## src/rtl/minterm_sweep_ctrl_if.sv

```systemverilog
// Bus bundle between the minterm sweep controller and the block that drives it.
// The master side launches and aborts sweeps and returns f2/f3 from the logic
// under test. The slave side (the controller) drives the stimulus and reports results.
interface minterm_sweep_ctrl_if;
  logic       start;
  logic       abort;
  logic       f2;
  logic       f3;
  logic       a;
  logic       b;
  logic       c;
  logic       busy;
  logic       done;
  logic [7:0] tt_f2;
  logic [7:0] tt_f3;
  logic [3:0] err_cnt;
  logic       pass;

  modport master (
    output start, abort, f2, f3,
    input  a, b, c, busy, done, tt_f2, tt_f3, err_cnt, pass
  );

  modport slave (
    input  start, abort, f2, f3,
    output a, b, c, busy, done, tt_f2, tt_f3, err_cnt, pass
  );
endinterface

```

## src/rtl/minterm_sweep_ctrl.sv

```systemverilog
// Minterm sweep controller: walks a/b/c through all eight minterms of the
// 3-input f2/f3 logic, captures both truth tables, and counts minterms that
// disagree with the expected tables. A start/done handshake frames each sweep.
module minterm_sweep_ctrl #(
  parameter int         SETTLE = 1,
  parameter logic [7:0] EXP_F2 = 8'h28,
  parameter logic [7:0] EXP_F3 = 8'hC0
) (
  input logic                clk,
  input logic                rst,
  minterm_sweep_ctrl_if.slave bus
);

  localparam int            CW       = $clog2(SETTLE + 1);
  localparam logic [CW-1:0] SETTLE_C = CW'(SETTLE);
  localparam logic [CW-1:0] CNT_ONE  = CW'(1);

  typedef enum logic [1:0] {IDLE, DRIVE, DONE} state_t;

  state_t        state_q, state_d;
  logic [2:0]    idx_q, idx_d;
  logic [CW-1:0] cnt_q, cnt_d;
  logic [7:0]    tt_f2_q, tt_f2_d;
  logic [7:0]    tt_f3_q, tt_f3_d;
  logic [3:0]    err_q, err_d;
  logic          pass_q, pass_d;
  logic          mismatch;

  // Sweep sequencing: launch, per-minterm settle/sample, abort and completion.
  always_comb begin
    state_d  = state_q;
    idx_d    = idx_q;
    cnt_d    = cnt_q;
    tt_f2_d  = tt_f2_q;
    tt_f3_d  = tt_f3_q;
    err_d    = err_q;
    pass_d   = pass_q;
    mismatch = 1'b0;
    unique case (state_q)
      IDLE: begin
        // start beats abort here; abort alone means nothing in IDLE
        if (bus.start) begin
          state_d = DRIVE;
          idx_d   = 3'd0;
          cnt_d   = CNT_ONE;
          tt_f2_d = 8'h00;
          tt_f3_d = 8'h00;
          err_d   = 4'd0;
          pass_d  = 1'b0;
        end
      end
      DRIVE: begin
        if (bus.abort) begin
          // partial tables and count are kept; a/b/c hold the last minterm
          state_d = IDLE;
          pass_d  = 1'b0;
        end else if (cnt_q == SETTLE_C) begin
          tt_f2_d[idx_q] = bus.f2;
          tt_f3_d[idx_q] = bus.f3;
          mismatch = ({bus.f3, bus.f2} != {EXP_F3[idx_q], EXP_F2[idx_q]});
          if (mismatch && (err_q != 4'd8)) begin
            err_d = err_q + 4'd1;
          end
          if (idx_q == 3'd7) begin
            // pass reflects the count including this last compare
            state_d = DONE;
            pass_d  = (err_d == 4'd0);
          end else begin
            idx_d = idx_q + 3'd1;
            cnt_d = CNT_ONE;
          end
        end else begin
          cnt_d = cnt_q + CNT_ONE;
        end
      end
      DONE: begin
        state_d = IDLE;
      end
      default: begin
        state_d = IDLE;
      end
    endcase
  end

  // State and result registers; reset clears everything mid-sweep.
  always_ff @(posedge clk or posedge rst) begin
    if (rst) begin
      state_q <= IDLE;
      idx_q   <= 3'd0;
      cnt_q   <= '0;
      tt_f2_q <= 8'h00;
      tt_f3_q <= 8'h00;
      err_q   <= 4'd0;
      pass_q  <= 1'b0;
    end else begin
      state_q <= state_d;
      idx_q   <= idx_d;
      cnt_q   <= cnt_d;
      tt_f2_q <= tt_f2_d;
      tt_f3_q <= tt_f3_d;
      err_q   <= err_d;
      pass_q  <= pass_d;
    end
  end

  assign bus.a       = idx_q[0];
  assign bus.b       = idx_q[1];
  assign bus.c       = idx_q[2];
  assign bus.busy    = (state_q == DRIVE);
  assign bus.done    = (state_q == DONE);
  assign bus.tt_f2   = tt_f2_q;
  assign bus.tt_f3   = tt_f3_q;
  assign bus.err_cnt = err_q;
  assign bus.pass    = pass_q;

endmodule

```

## src/flat_wrapper.sv

```systemverilog
// flat-port wrapper written by rule: the top's interface ports become plain ports
module minterm_sweep_ctrl_flat 
#(
  parameter int         SETTLE = 1,
  parameter logic [7:0] EXP_F2 = 8'h28,
  parameter logic [7:0] EXP_F3 = 8'hC0
)
  (clk, rst, bus_start, bus_abort, bus_f2, bus_f3, bus_a, bus_b, bus_c, bus_busy, bus_done, bus_tt_f2, bus_tt_f3, bus_err_cnt, bus_pass);
  minterm_sweep_ctrl_if bus_i ();
  input logic clk;
  input logic rst;
  input wire logic [$bits(bus_i.start)-1:0] bus_start;
  input wire logic [$bits(bus_i.abort)-1:0] bus_abort;
  input wire logic [$bits(bus_i.f2)-1:0] bus_f2;
  input wire logic [$bits(bus_i.f3)-1:0] bus_f3;
  output wire logic [$bits(bus_i.a)-1:0] bus_a;
  output wire logic [$bits(bus_i.b)-1:0] bus_b;
  output wire logic [$bits(bus_i.c)-1:0] bus_c;
  output wire logic [$bits(bus_i.busy)-1:0] bus_busy;
  output wire logic [$bits(bus_i.done)-1:0] bus_done;
  output wire logic [$bits(bus_i.tt_f2)-1:0] bus_tt_f2;
  output wire logic [$bits(bus_i.tt_f3)-1:0] bus_tt_f3;
  output wire logic [$bits(bus_i.err_cnt)-1:0] bus_err_cnt;
  output wire logic [$bits(bus_i.pass)-1:0] bus_pass;
  assign bus_i.start = bus_start;
  assign bus_i.abort = bus_abort;
  assign bus_i.f2 = bus_f2;
  assign bus_i.f3 = bus_f3;
  assign bus_a = bus_i.a;
  assign bus_b = bus_i.b;
  assign bus_c = bus_i.c;
  assign bus_busy = bus_i.busy;
  assign bus_done = bus_i.done;
  assign bus_tt_f2 = bus_i.tt_f2;
  assign bus_tt_f3 = bus_i.tt_f3;
  assign bus_err_cnt = bus_i.err_cnt;
  assign bus_pass = bus_i.pass;
  minterm_sweep_ctrl #(.SETTLE(SETTLE), .EXP_F2(EXP_F2), .EXP_F3(EXP_F3)) u_core (.clk(clk), .rst(rst), .bus(bus_i));
endmodule
```

## config.mk

```make
export PLATFORM = sky130hd
export DESIGN_NAME = minterm_sweep_ctrl_flat
export DESIGN_NICKNAME = d
export VERILOG_FILES = /design/src/rtl/minterm_sweep_ctrl_if.sv /design/src/rtl/minterm_sweep_ctrl.sv /design/src/flat_wrapper.sv
export SDC_FILE = /design/constraint.sdc
export NUM_CORES = 1
export LEC_CHECK = 0
export ABC_CLOCK_PERIOD_IN_PS = 2300
export BUFFER_PORTS_ARGS = -buffer_cell sky130_fd_sc_hd__buf_2
export CORE_AREA = 2 2 77 42
export CTS_CLUSTER_DIAMETER = 40
export DETAILED_ROUTE_END_ITERATION = 10
export DIE_AREA = 0 0 79 44
export PLACE_DENSITY = 0.75
export SETUP_SLACK_MARGIN = 0.02
export SKIP_CTS_REPAIR_TIMING = 1
export SLEW_MARGIN = 20
export SYNTH_ARGS = -nofsm -noshare
export SYNTH_HDL_FRONTEND = slang
export SYNTH_SLANG_ARGS = --single-unit
```

## constraint.sdc

```tcl
create_clock -name clk -period 2.3 [get_ports clk]
set_clock_uncertainty 0.2 [all_clocks]
set_input_delay 0.46 -clock clk [delete_from_list [all_inputs] [get_ports clk]]
set_output_delay 0.46 -clock clk [all_outputs]
set_load 0.005 [all_outputs]
```

======== After elaboration in Yosys (flattened, before gate mapping) ========
Memory sizes are Yosys's and may differ from the RTL's.
Cells that the tools add are included.
storage, ports and cells
  ROM bits ................................ 16
  flip-flop bits (word level) ............. 27
  output and inout port bits .............. 26
  logic and storage cells ................. 75
  memories ................................ 2
  input bits .............................. 6
cells by class
  add/sub/neg operators ................... 3
  multiplexer cells ....................... 40
  eq/ne operators ......................... 11
  $lt $le $gt $ge ......................... 2
  reduce and logical (&&, ||, !) cells .... 10
memories
  memory            depth  width  read ports  clocked after Yosys merged registers in  write ports  RTL line                  source
  (name not given)  8      1      1           0                                        0            minterm_sweep_ctrl.sv:60  mismatch = ({bus.f3, bus.f2} != {EXP_F3[idx_q], EXP_F2[idx_q]});
  (name not given)  8      1      1           0                                        0            minterm_sweep_ctrl.sv:60
operator list
  operator             number
  $mux 8               5
  $pmux 8 s2           2
  $mux 4               7
  $bwmux 8             2
  $mux 3               4
  $mux 1               10
  $mux 2               4
  $pmux 4 s2           1
  $reduce_and 4->1     2
  $ne 2x2->1 const B   3
  $ne 3x2->1 const B   2
  $pmux 3 s2           1
  $reduce_and 3->1     2
  $reduce_and 5->1     1
  $add 4x1->4 const B  1
  $logic_not 4->1      1
  $lt 3x4->1 const B   1
  $ne 4x4->1 const B   1
  $pmux 1 s2           2
  $pmux 2 s2           1
  $add 3x1->3 const B  1
  $demux 1 s3          1
  $eq 3x3->1 const B   1
  $ge 3x1->1 const B   1
  8 further kinds      9

======== Logic depth before layout (Yosys ltp) ========
  depth in word-level cells ............... 13
  mapped depth ............................ 8

======== Worst setup path before layout ========
Ideal clock, no wire load.
  kind .................................... reg-to-reg
  start point ............................. reg u_core.idx_q[1]
  end point ............................... reg u_core.err_q[0], in the netlist u_core.bus.err_cnt[0]
  library setup time ...................... 125 ps
  data arrival time ....................... 1764 ps
  setup slack ............................. 211 ps
  cell stages (with the launch flop) ...... 9
  cell sequence ........................... dfrtp_1 -> buf_6 -> inv_1 -> ha_1 -> xnor2_1 -> a32oi_4 -> o21ai_2 -> a21o_1 -> mux2_2
between the ends
  longest elaborated chain between the ends .. 11
  elaborated cells on any way between the ends .. 13
RTL lines
  item                          RTL line                   source
  start, declared               minterm_sweep_ctrl.sv:21   logic [2:0] idx_q, idx_d;
  start signal, assigned        minterm_sweep_ctrl.sv:97   idx_q <= idx_d;
  $mem_v2 8x1                   n/a
  $mux 1 (not written as such)  minterm_sweep_ctrl.sv:60
  $ne 2x2->1 (*)                minterm_sweep_ctrl.sv:60
  $logic_and 1x1->1 (*)         minterm_sweep_ctrl.sv:61   if (mismatch && (err_q != 4'd8)) begin
  $mux 4 (*)                    minterm_sweep_ctrl.sv:61
  $mux 4 (*)                    minterm_sweep_ctrl.sv:57   end else if (cnt_q == SETTLE_C) begin
  $mux 4 (*)                    minterm_sweep_ctrl.sv:53   if (bus.abort) begin
  $mux 4 (*)                    minterm_sweep_ctrl.sv:39   unique case (state_q)
  $mux 4 (*)                    minterm_sweep_ctrl.sv:57
  $mux 4 (*)                    minterm_sweep_ctrl.sv:53
  $pmux 4 s2 (*)                minterm_sweep_ctrl.sv:39
  end signal, assigned          minterm_sweep_ctrl.sv:101  err_q <= err_d;
  end, declared                 minterm_sweep_ctrl.sv:25   logic [3:0] err_q, err_d;
Mark *: on every way between the ends. The rest lies on a longest branch, timed or not. The select of a mux whose other input is x is not followed.
A chain may end at the register's enable or synchronous reset.

======== Worst setup path in the final report ========
  start point ............................. reg u_core.state_q[1]
  end point ............................... out bus_busy
between the ends
  longest elaborated chain between the ends .. 1
RTL lines
  item                    RTL line                   source
  start, declared         minterm_sweep_ctrl.sv:20   state_t state_q, state_d;
  start signal, assigned  minterm_sweep_ctrl.sv:96   state_q <= state_d;
  $eq 2x1->1              minterm_sweep_ctrl.sv:109  assign bus.busy = (state_q == DRIVE);
  end, declared           flat_wrapper.sv:19         output wire logic [$bits(bus_i.busy)-1:0] bus_busy;
Every way passes these cells.

==> results_dict.tcl <==
set metrics [dict create \
    total_leakage_power_nw 0.811 \
    grt_max_degree 28 \
    worst-setup-path-type "flop to primary output" \
    synth_fp_nets 158 \
    vdd_ir_drop_max_mv 0.609 \
    io_pins 32 \
    die_w_um 79 \
    portBuffers 31 \
    start_util_pct 49.2 \
    grt_pass1_vias 1101 \
    power.total_mw 1.45 \
    async_flop_share_pct 100 \
    drc 0 \
    drv_slew 0 \
    clk_latency_ps 270 \
    status "complete, no violations" \
    synth_warnings 0 \
    cp_data_required_time_ps 1640 \
    ys_types 34 \
    finalHoldViolations 0 \
    grt_overflow_total 0 \
    drtPass1Iterations 4 \
    fin_nets 191 \
    critPathSlowestCell "dfrtp_1" \
    min_period_ps 2180 \
    dp_hpwl_mm 2.35 \
    antenna_cells 0 \
    first_iter_violations 35 \
    rsz0062_at_grt "false" \
    placeableCoreArea_um2 2840 \
    cp_num_buf_inv 2 \
    rows 14 \
    place_congestion 0.894 \
    ff2ff_setup_slack_ps 160 \
    final_cells 219 \
    clock_sinks 27 \
    die_area_um2 3480 \
    htree_levels 1 \
    clockRootBuffer "clkbuf_8" \
    ant_nets 0 \
    cts.clk_slew.worst_paths_ps 90 \
    cp_max_fo 13 \
    setup.worst_path.end_class "primary output" \
    maxCapViolCount 0 \
    dp_cells 215 \
    dieHeight_um 44 \
    cp.arrival_ps 1520 \
    synth-main-ff-cell "dfrtp_1" \
    synth_seq_cells 27 \
    critPathMaxStageDelay_ps 440 \
    yosysSeqAreaShare_pct 48.4 \
    synthCells 147 \
    clockBufferDepth 2 \
    grt_pass1_wl_mm 5.19 \
    gr-usage-all-layers_pct 19.5 \
    routed_via_density 5.26 \
    fin_setup_tns_ps 0 \
    crit_chain "nand2b_1 -> inv_1 -> buf_2" \
    synth_area_per_cell_um2 9.49 \
    tightest_slew_ps 424 \
    slew-limit-headroom_pct 71.7 \
    synthToLayoutAreaGrowth_pct 17.2 \
    post_drt_wl_per_cell_um 13.9 \
    min_period_over_period_pct 94.9 \
    cts_buffers 3 \
    crit_family "buffers and inverters" \
    antenna_found_initial 0 \
    cts_tree "done" \
    netlist_area_um2 1400 \
    vias 1152 \
    hold_class "primary input to asynchronous set/reset pin" \
    synth_edf_count 0 \
    drive_above_1_share_pct 25.1 \
    setup_viol 0 \
    wirelength_mm 3.04 \
    fmaxAchievable_mhz 458 \
    critPathLaunchType "flop" \
    cellPowerDensity_nw_per_um2 885 \
]
## Yosys cell counts (all sizes together), types with 2 or more instances
| cell | count | area, um^2 |
|---|---|---|
| a21o | 4 | 30.0 |
| a21oi | 8 | 40.0 |
| buf | 2 | 15.0 |
| clkbuf | 3 | 11.3 |
| dfrtp | 27 | 676 |
| ha | 5 | 62.6 |
| inv | 13 | 48.8 |
| mux2i | 2 | 20.0 |
| nand2 | 25 | 93.8 |
| nand2b | 2 | 12.5 |
| nand3 | 2 | 10.0 |
| nand3b | 3 | 22.5 |
| nand4 | 3 | 18.8 |
| nor2 | 6 | 22.5 |
| o21ai | 15 | 78.8 |
| o22ai | 8 | 50.1 |
| o31ai | 2 | 15.0 |
| or3 | 3 | 20.0 |
| xnor2 | 3 | 33.8 |
## cells in the final DEF, fill, tap and decap left out
master and n:
nand2_1 25, o22ai_1 8, clkbuf_8 3, nand4_1 3, nand3b_1 3, or3_2 1, a31o_2 1, nor3_1 1
mux2_2 1, clkinv_2 1, a32o_1 1, o31ai_1 2, xnor2_1 2, o21ai_0 14, buf_2 31, a32oi_4 1
a22o_2 1, nand2b_1 2, o21ai_2 1, o211ai_1 1, and4b_1 1, a21oi_1 8, nor2_1 6, a21o_1 4
nand3_1 2, or3_1 2, buf_4 2, nor2b_1 1, inv_1 13, mux2i_1 2, dfrtp_1 27, o41ai_1 1
or3b_2 1, xnor2_2 1, ha_1 5
## area by class of cell
class | count | area, um^2
fill | 265 | 1200
sequential | 27 | 676
multi-input combinational | 102 | 644
timing repair buffer | 33 | 170
tap | 40 | 50.0
inverter | 13 | 48.8
clock buffer | 3 | 41.3
clock inverter | 1 | 5.00
## tightest hold or removal path: cells and delay by family
kind     cells  cell delay, ps
buf+inv      3             440
## registers in the layout, indices dropped and copies added, names as in the netlist
| name | count |
|---|---|
| u_core.idx_q | 3 |
| u_core.bus.tt_f3 | 8 |
| u_core.bus.pass | 1 |
| u_core.cnt_q | 1 |
| u_core.state_q | 2 |
| u_core.bus.err_cnt | 4 |
| u_core.bus.tt_f2 | 8 |
## cells by family (layout without fill, tap and decap cells)
kind of cell | count (synthesis) | count (layout) | share of synthesized area [%]
muxes | 3 | 3 | 2.24
DFF | 27 | 27 | 48.4
xor gates and xnor gates | 3 | 3 | 2.42
and+or+nand+nor | 48 | 48 | 16.5
AOI/OAI and AO/OA | 43 | 43 | 20.5
adders and majority gates | 5 | 5 | 4.48
buffers and inverters | 18 | 50 | 5.38
## layer usage
| layer | track usage (%) | up-vias | wire length [um] |
|---|---|---|---|
| met4 | 3.79 | 0 | 0 |
| met3 | 5.00 | 0 | 186 |
| met2 | 31.9 | 32 | 1390 |
| li1 | - | 581 | - |
| met1 | 26.9 | 539 | 1470 |
| met5 | 0 | - | 0 |
## report_power, final
part	internal, mW	total, mW	switching [mW]
Combinational	0.227	0.527	0.300
Clock	0.121	0.270	0.148
Sequential	0.550	0.650	0.101
## through the flow
step	area, um^2	setup slack (ps)	hold WS [ps]	utilization [%]
floorplan	1400	211	264	-
global placement	1590	256	260	56.0
detailed placement	1590	184	272	56.0
CTS	1640	121	43.9	57.6
global route	1640	52.7	80.5	57.6
finish	1640	117	28.2	57.6
## path summary, 6_finish.rpt
path | from | endpoint | cells after the start
max in group asynchronous | rst | u_core.state_q[1] | 3
min in group clk | bus_abort | u_core.cnt_q | 3
max reg2reg | u_core.idx_q[0] | u_core.bus.err_cnt[0] | 6
max | u_core.state_q[1] | bus_busy | 3
min reg2reg | u_core.bus.tt_f2[5] | u_core.bus.tt_f2[5] | 2
min | rst | u_core.bus.err_cnt[3] | 3
Note: power is estimated with default switching activity, not from simulation.
